==> src/rtl/pc_seq_unit.sv <==
// pc_seq_unit: program counter sequencer with a return-address stack.
// Supports NOP, INC, ASSIGN, RESET, CALL, RET and signed relative branch.
// Optional macro PCU_IRQ_EN adds a single-level interrupt (irq_req/irq_ack,
// RETI opcode). The default build without the macro has no interrupt logic.
module pc_seq_unit #(
   parameter int PC_WIDTH = 16,
   parameter int STACK_DEPTH = 8,
   parameter logic [PC_WIDTH-1:0] RESET_VECTOR = '0
`ifdef PCU_IRQ_EN
   ,
   parameter logic [PC_WIDTH-1:0] IRQ_VECTOR = PC_WIDTH'(16'h0010)
`endif
) (
   input  logic                             clk,
   input  logic                             reset,
   input  logic [PC_WIDTH-1:0]              pc_in,
   input  logic [2:0]                       pc_op,
   input  logic                             stall,
`ifdef PCU_IRQ_EN
   input  logic                             irq_req,
   output logic                             irq_ack,
`endif
   output logic [PC_WIDTH-1:0]              pc_out,
   output logic [$clog2(STACK_DEPTH):0]     sp_out,
   output logic                             stack_overflow,
   output logic                             stack_underflow
);

   localparam int IDXW = $clog2(STACK_DEPTH);
   localparam int SPW  = IDXW + 1;

   localparam logic [2:0] OP_NOP    = 3'd0;
   localparam logic [2:0] OP_INC    = 3'd1;
   localparam logic [2:0] OP_ASSIGN = 3'd2;
   localparam logic [2:0] OP_RESET  = 3'd3;
   localparam logic [2:0] OP_CALL   = 3'd4;
   localparam logic [2:0] OP_RET    = 3'd5;
   localparam logic [2:0] OP_BRREL  = 3'd6;
`ifdef PCU_IRQ_EN
   localparam logic [2:0] OP_RETI   = 3'd7;
`endif

   logic [PC_WIDTH-1:0] pc_q, pc_d;
   logic [SPW-1:0]      sp_q, sp_d;
   logic                overflow_q, overflow_d;
   logic                underflow_q, underflow_d;
   logic [PC_WIDTH-1:0] stack_q [STACK_DEPTH];

   logic                pushEn;
   logic [PC_WIDTH-1:0] pushData;
   logic [IDXW-1:0]     pushIdx;
   logic [IDXW-1:0]     popIdx;
   logic                stackFull;
   logic                stackEmpty;
   logic [PC_WIDTH-1:0] pcPlusOne;

`ifdef PCU_IRQ_EN
   logic                inService_q, inService_d;
   logic                irqAck_q, irqAck_d;
`endif

   assign pushIdx    = sp_q[IDXW-1:0];
   assign popIdx     = IDXW'(sp_q - SPW'(1));
   assign stackFull  = (sp_q == SPW'(STACK_DEPTH));
   assign stackEmpty = (sp_q == '0);
   assign pcPlusOne  = pc_q + PC_WIDTH'(1);

   // Next-state decode: pick the new PC, stack pointer, flags and any push.
   always_comb begin
      pc_d        = pc_q;
      sp_d        = sp_q;
      overflow_d  = overflow_q;
      underflow_d = underflow_q;
      pushEn      = 1'b0;
      pushData    = pcPlusOne;
`ifdef PCU_IRQ_EN
      inService_d = inService_q;
      irqAck_d    = 1'b0;
`endif
      if (!stall) begin
`ifdef PCU_IRQ_EN
         if (irq_req && (pc_op != OP_RESET) && !inService_q) begin
            pc_d        = IRQ_VECTOR;
            inService_d = 1'b1;
            irqAck_d    = 1'b1;
            pushData    = pc_q;
            if (stackFull) begin
               overflow_d = 1'b1;
            end else begin
               pushEn = 1'b1;
               sp_d   = sp_q + SPW'(1);
            end
         end else begin
`endif
            case (pc_op)
               OP_NOP: begin
                  pc_d = pc_q;
               end
               OP_INC: begin
                  pc_d = pcPlusOne;
               end
               OP_ASSIGN: begin
                  pc_d = pc_in;
               end
               OP_RESET: begin
                  pc_d        = RESET_VECTOR;
                  sp_d        = '0;
                  overflow_d  = 1'b0;
                  underflow_d = 1'b0;
`ifdef PCU_IRQ_EN
                  inService_d = 1'b0;
`endif
               end
               OP_CALL: begin
                  pc_d = pc_in;
                  if (stackFull) begin
                     overflow_d = 1'b1;
                  end else begin
                     pushEn = 1'b1;
                     sp_d   = sp_q + SPW'(1);
                  end
               end
               OP_RET: begin
                  if (stackEmpty) begin
                     pc_d        = pcPlusOne;
                     underflow_d = 1'b1;
                  end else begin
                     pc_d = stack_q[popIdx];
                     sp_d = sp_q - SPW'(1);
                  end
               end
               OP_BRREL: begin
                  pc_d = pc_q + pc_in;
               end
`ifdef PCU_IRQ_EN
               OP_RETI: begin
                  inService_d = 1'b0;
                  if (stackEmpty) begin
                     pc_d        = pcPlusOne;
                     underflow_d = 1'b1;
                  end else begin
                     pc_d = stack_q[popIdx];
                     sp_d = sp_q - SPW'(1);
                  end
               end
`endif
               default: begin
                  pc_d = pc_q;
               end
            endcase
`ifdef PCU_IRQ_EN
         end
`endif
      end
   end

   // Control registers; the reset port wins over stall and every opcode.
   always_ff @(posedge clk) begin
      if (reset) begin
         pc_q        <= RESET_VECTOR;
         sp_q        <= '0;
         overflow_q  <= 1'b0;
         underflow_q <= 1'b0;
`ifdef PCU_IRQ_EN
         inService_q <= 1'b0;
         irqAck_q    <= 1'b0;
`endif
      end else begin
         pc_q        <= pc_d;
         sp_q        <= sp_d;
         overflow_q  <= overflow_d;
         underflow_q <= underflow_d;
`ifdef PCU_IRQ_EN
         inService_q <= inService_d;
         irqAck_q    <= irqAck_d;
`endif
      end
   end

   // Return-address storage; contents are don't-care, only sp_q qualifies them.
   always_ff @(posedge clk) begin
      if (pushEn && !reset) begin
         stack_q[pushIdx] <= pushData;
      end
   end

   assign pc_out          = pc_q;
   assign sp_out          = sp_q;
   assign stack_overflow  = overflow_q;
   assign stack_underflow = underflow_q;
`ifdef PCU_IRQ_EN
   assign irq_ack         = irqAck_q;
`endif

endmodule

==> config.mk <==
export PLATFORM = sky130hd
export DESIGN_NAME = pc_seq_unit
export DESIGN_NICKNAME = d
export VERILOG_FILES = /design/src/rtl/pc_seq_unit.sv
export SDC_FILE = /design/constraint.sdc
export NUM_CORES = 1
export LEC_CHECK = 0
export CAP_MARGIN = 20
export CELL_PAD_IN_SITES_DETAIL_PLACEMENT = 1
export CELL_PAD_IN_SITES_GLOBAL_PLACEMENT = 1
export CORE_MARGIN = 2
export CORE_UTILIZATION = 50
export DETAILED_ROUTE_END_ITERATION = 8
export PLACE_DENSITY_LB_ADDON = 0.1
export SLEW_MARGIN = 40
export SYNTH_ARGS = -nofsm -noshare
export SYNTH_HDL_FRONTEND = slang
export SYNTH_SLANG_ARGS = --single-unit
export TNS_END_PERCENT = 5
==> constraint.sdc <==
create_clock -name clk -period 4 [get_ports clk]
set_input_delay 0.4 -clock clk [delete_from_list [all_inputs] [get_ports clk]]
set_output_delay 0.4 -clock clk [all_outputs]
set_load 0.1 [all_outputs]
Word-level counts from Yosys, hierarchy flattened
Memories as Yosys holds them, arrays and structs flattened. Index checks and enable logic that the tools add are counted.

Add/sub/neg operators: 4. Eq/ne operators: 11. Multiplexer cells: 14. Bitwise operators: 1. Reduce and logical (&&, ||, !) cells: 12.

Operators with widths (count): $pmux 16 s5 (1); $add 16x1->16 const B (1); $add 16x16->16 (1); $mux 16 (1); $pmux 4 s3 (1); $eq 3x3->1 const B (3); $mux 4 (2); $ne 2x2->1 const B (4); $mux 1 (7); $eq 3x2->1 const B (2); $reduce_and 3->1 (2); $reduce_bool 5->1 (1); $add 4x1->4 const B (1); $eq 4x4->1 const B (1); $logic_not 4->1 (1); $pmux 1 s2 (2); $reduce_and 4->1 (1); $reduce_bool 2->1 (2); $sub 4x1->4 const B (1); $eq 3x1->1 const B (1); $reduce_bool 3->1 (1); $reduce_and 2->1 (1); $reduce_or 2->1 (1); $logic_and 1x1->1 (1); other kinds (2) (2).

Register bits after elaboration: 22. Memory bits (writable): 128. Output and inout port bits: 22. Logic and storage cells: 47. Memories: 1.

Memories: stack_q (words 8, width 16, rd ports 1, clocked after Yosys merged registers in 0, wr ports 1, RTL line 47) `logic [PC_WIDTH-1:0] stack_q [STACK_DEPTH];`.

Longest topological paths before layout
Depth in word-level cells: 7. Depth in mapped cells: 12. Depth with buffers taken out: 9.

Worst setup path before layout
OpenSTA, ideal clock, no wires.

Kind: register -> register. Start: register sp_q[0] (netlist: sp_out[0]). End: memory stack_q[1][0] (enable). Arrival time: 3.373 ns. Data required time: 3.591 ns. Slack: 0.218 ns. Stages on the path, launching flop included: 9. Path through: dfxtp_1 > buf_4 > buf_4 > inv_1 > ha_1 > buf_2 > nand3b_1 > nand4_1 > nor3_1.

Longest elaborated chain between the ends: 7.

RTL lines: start, declared (RTL line 44) `logic [SPW-1:0] sp_q, sp_d;`; start signal, assigned (RTL line 170) `sp_q <= sp_d;`; $eq 4x4->1 (RTL line 64) `assign stackFull = (sp_q == SPW'(STACK_DEPTH));`; $mux 1 (RTL line 116) `if (stackFull) begin`; $mux 1 (RTL line 95) `case (pc_op)`; $mux 1 (RTL line 80) `if (!stall) begin`; $logic_and 1x1->1 (RTL line 182) `if (pushEn && !reset) begin`; $mux 1 (RTL line 182); $mux 1 (implied by the code) (RTL line 183) `stack_q[pushIdx] <= pushData;`; end, declared (RTL line 47).

Parallel ways exist; a longest one is shown, timed or not.

Worst setup path in the final report
Start: input pc_op[2]. End: register pc_q[0] (netlist: pc_out[0]).

Longest elaborated chain between the ends: 4.

RTL lines: start, declared (RTL line 17) `input logic [2:0] pc_op,`; $eq 3x3->1 / $eq 3x2->1 (equally long branches) (RTL line 95); $reduce_or 2->1 (no source line); $reduce_bool 5->1 (no source line); $reduce_and 2->1 (no source line); end signal, assigned (RTL line 169) `pc_q <= pc_d;`; end, declared (RTL line 43) `logic [PC_WIDTH-1:0] pc_q, pc_d;`.

Parallel ways exist; a longest one is shown, timed or not. A chain may end at the register's enable or synchronous reset.

==> impl_metrics.env <==
export IMPL_outcome="complete, no violations"
export IMPL_reg2reg_slack_ns=1.26
export IMPL_setup_tns_ns=0
export IMPL_initial_core_util=0.5076
export IMPL_syn_inst=549
export IMPL_wl_um=19530
export IMPL_criticalPathCategory="in -> reg"
export IMPL_timing_final_crit_share=0.7255
export IMPL_cts_setup_buffers=0
export IMPL_r2r_end="pc_out[0]"
export IMPL_ys_warn_count=0
export IMPL_die_area_sq_um=15630
export IMPL_io_buffer_count=43
export IMPL_required_ns=4.33
export IMPL_grt_overflow_total=0
export IMPL_power_switching_share=0.2728
export IMPL_drt_iter0_markers=335
export IMPL_grtUsageTotal=0.2623
export IMPL_path_buf_inv=2
export IMPL_final_common_cell="edfxtp_1"
export IMPL_slew_viol_final=0
export IMPL_powerDensity_nw_per_um2=453.6
export IMPL_antenna_found_initial=0
export IMPL_synth_edff_count=128
export IMPL_fp_dieW_um=125.0
export IMPL_drc=0
export IMPL_dpl_hpwl_um=13370
export IMPL_via_per_inst=6.263
export IMPL_area_delta_synth_final_pct=16.78
export IMPL_synth_cell_type_count=62
export IMPL_ios=44
export IMPL_cts_sinks=150
export IMPL_cp_slowest_stage_delay_ns=0.70
export IMPL_rsz0062_at_grt="no"
export IMPL_crit_slowest_cell="nand3_1"
export IMPL_cts_buffers=17
export IMPL_core_sq_um=14420
export IMPL_maxSlewHeadroom=0.4557
export IMPL_whs_endpoint="stack_underflow"
export IMPL_yosys_register_bits=150
export IMPL_seqPwrFrac=0.454
export IMPL_grt_pass1_vias=5366
export IMPL_crit_arrival_ns=3.23
export IMPL_intPower_mw=2.821
export IMPL_p_switching_mw=1.058
export IMPL_hold_viol_final=0
export IMPL_fin_skew_ns=0.01504
export IMPL_worstHoldStart="stack_underflow"
export IMPL_clock_power_share=0.416
export IMPL_drt_pass1_iter_count=5
export IMPL_tightestPinTransition_ns=0.8137
export IMPL_cts_tree="done"
export IMPL_critPathLaunch="pc_op[2]"
export IMPL_startpoint_type="input port"
export IMPL_synth_area_sq_um=7322
export IMPL_post_cts_resize_count=0
export IMPL_r2r_start="sp_out[1]"
export IMPL_nets=647
export IMPL_ant_nets=0
export IMPL_synthFlopType="edfxtp_1"
export IMPL_die_y_um=125.0
export IMPL_min_period_ns=2.902
export IMPL_grt_pass1_wl_um=30790
export IMPL_clock_path_buffers=2
export IMPL_crit_chain="clkdlybuf4s50_1 > buf_4 > nor2b_1 > nand3_1 > a21oi_1 > a21oi_1 > a221oi_1"
export IMPL_grt_max_degree=37
export IMPL_hold_buffers=0
export IMPL_gp_congestion=0.8661
export IMPL_rr_worst_depth=8
export IMPL_antenna_cells=0
export IMPL_whs_path_depth=1
export IMPL_rows=44
export IMPL_clk_latency_ns=0.43
export IMPL_avgSynthCellArea_sq_um=13.34
export IMPL_ys_async_sr_fraction=0
export IMPL_wl_per_cell_um=24.32
export IMPL_cts_root_buf="clkbuf_16"
export IMPL_clkSlewWorstSetupHoldPaths_ns=0.07
export IMPL_dr_total_vias=5029
export IMPL_htreeDepth=4
export IMPL_syn_num_nets=590
export IMPL_p_leak_nw=3.066
export IMPL_worst_path_most_repeated_cell="a21oi_1"
export IMPL_critPathCaptureType="flop"
export IMPL_hold_path_class="reg -> reg"
export IMPL_ys_seq_area_frac=0.5851
export IMPL_path_max_fanout=18
export IMPL_fmax_mhz=344.6
export IMPL_layout_common_cells="edfxtp_1 (128), a21oi_1 (48), nand2_1 (40), nor2_1 (37), mux4_2 (32)"
export IMPL_critical_path_top_delay_family="simple AND/OR/NAND/NOR gates"
export IMPL_setup_viol=0
export IMPL_instances_no_fill=803
export IMPL_peakVddDrop_v=0.0003731
export IMPL_maxCapViolCount=0
export IMPL_layout_drive_gt1_share=0.2019
export IMPL_placedCellCount=771
export IMPL_p_comb_frac=0.130
-- cell type report --
class                   count  area, sq um
fillers                  1437         5873
flip-flops and latches    150         4285
multi-input cells         357         2872
repair buffers             63        508.0
clock buffers              17        425.4
well taps                 184        230.2
clock inverters            15        166.4
inverters                  17        63.81
-- worst register-to-register path: stages (launching register included) --
cell	delay, ns
dfxtp_1	0.52
inv_1	0.14
ha_1	0.35
nand2b_1	0.15
or2_2	0.17
nand3_1	0.51
a21oi_1	0.39
a21oi_1	0.11
a221oi_1	0.31
-- synthesized netlist by cell type (3+ instances only) --
| master | number | area [sq um] |
|---|---|---|
| inv_1 | 16 | 60.06 |
| a21oi_1 | 48 | 240.2 |
| nand4_1 | 7 | 43.79 |
| a31oi_1 | 3 | 18.77 |
| nor4_1 | 3 | 18.77 |
| a211oi_1 | 14 | 105.1 |
| a221oi_1 | 6 | 52.55 |
| o32ai_1 | 3 | 26.28 |
| buf_2 | 6 | 30.03 |
| dfxtp_1 | 22 | 440.4 |
| and3_1 | 3 | 18.77 |
| clkbuf_1 | 10 | 37.54 |
| xor2_1 | 9 | 78.83 |
| o21ai_0 | 22 | 110.1 |
| a21o_1 | 7 | 52.55 |
| mux4_2 | 32 | 720.7 |
| nor2_1 | 37 | 138.9 |
| nand3_1 | 13 | 65.06 |
| edfxtp_1 | 128 | 3844 |
| or3_1 | 3 | 18.77 |
| nand2_1 | 40 | 150.1 |
| maj3_1 | 3 | 30.03 |
| nand3b_1 | 4 | 30.03 |
| ha_1 | 18 | 225.2 |
| nor3_1 | 10 | 50.05 |
| nand2b_1 | 8 | 50.05 |
| mux2i_1 | 7 | 70.07 |
| xnor2_1 | 16 | 140.1 |
| buf_4 | 7 | 52.55 |
-- power by group through the flow --
stage          clock network, mW  logic, mW  registers (mW)
2_1_floorplan                  0      0.251            1.89
3_3_place_gp                   0      0.499            1.79
3_5_place_dp                   0      0.498            1.79
4_1_cts                     1.63      0.502            1.76
5_1_grt                     1.68      0.546            1.76
6_report                    1.61      0.505            1.76
-- flip-flops by register name (all words and copies together), names as in the netlist --
name             cells
pc_out              16
sp_out               4
stack_underflow      1
stack_overflow       1
stack_q            128
-- cell families after synthesis --
group | count (synthesis) | share of synthesized area
compound gates | 127 | 0.1126
xor+xnor | 26 | 0.03213
fa+ha+maj | 22 | 0.03759
buf+inv | 42 | 0.02820
flops | 150 | 0.5851
mux | 41 | 0.1111
simple gates | 141 | 0.09330
-- how the worst max path moves through the flow --
stage	to	cells after the start
after global placement	pc_out[12]	7
after global routing	pc_out[0]	7
final	pc_out[0]	7
after floorplan	stack_q[1][0]	8
after detailed placement	pc_out[0]	7
after CTS	pc_out[0]	7
-- metal layers --
metal	part of all wire	global-route usage	vias to the layer above	wire, um
li1	-	-	2252	-
met1	0.41	0.3339	2529	7959
met2	0.49	0.4303	202	9632
met3	0.063	0.06033	46	1225
met4	0.036	0.1222	0	710
met5	0	0	-	0
-- stage by stage --
step | util | hold WS [ns] | setup WS (ns) | total power [mW] | cell area [sq um]
5_1_grt | 0.5928 | 0.4787 | 0.7923 | 3.989 | 8551
2_1_floorplan | - | 0.5872 | 0.2178 | 2.143 | 7322
6_report | 0.5928 | 0.4603 | 1.098 | 3.879 | 8551
3_5_place_dp | 0.5497 | 0.4496 | 0.8090 | 2.292 | 7929
4_1_cts | 0.5907 | 0.4663 | 1.214 | 3.895 | 8521
3_3_place_gp | 0.5573 | 0.4498 | 0.9901 | 2.292 | 8039
Note: power is estimated with default switching activity, not from simulation.
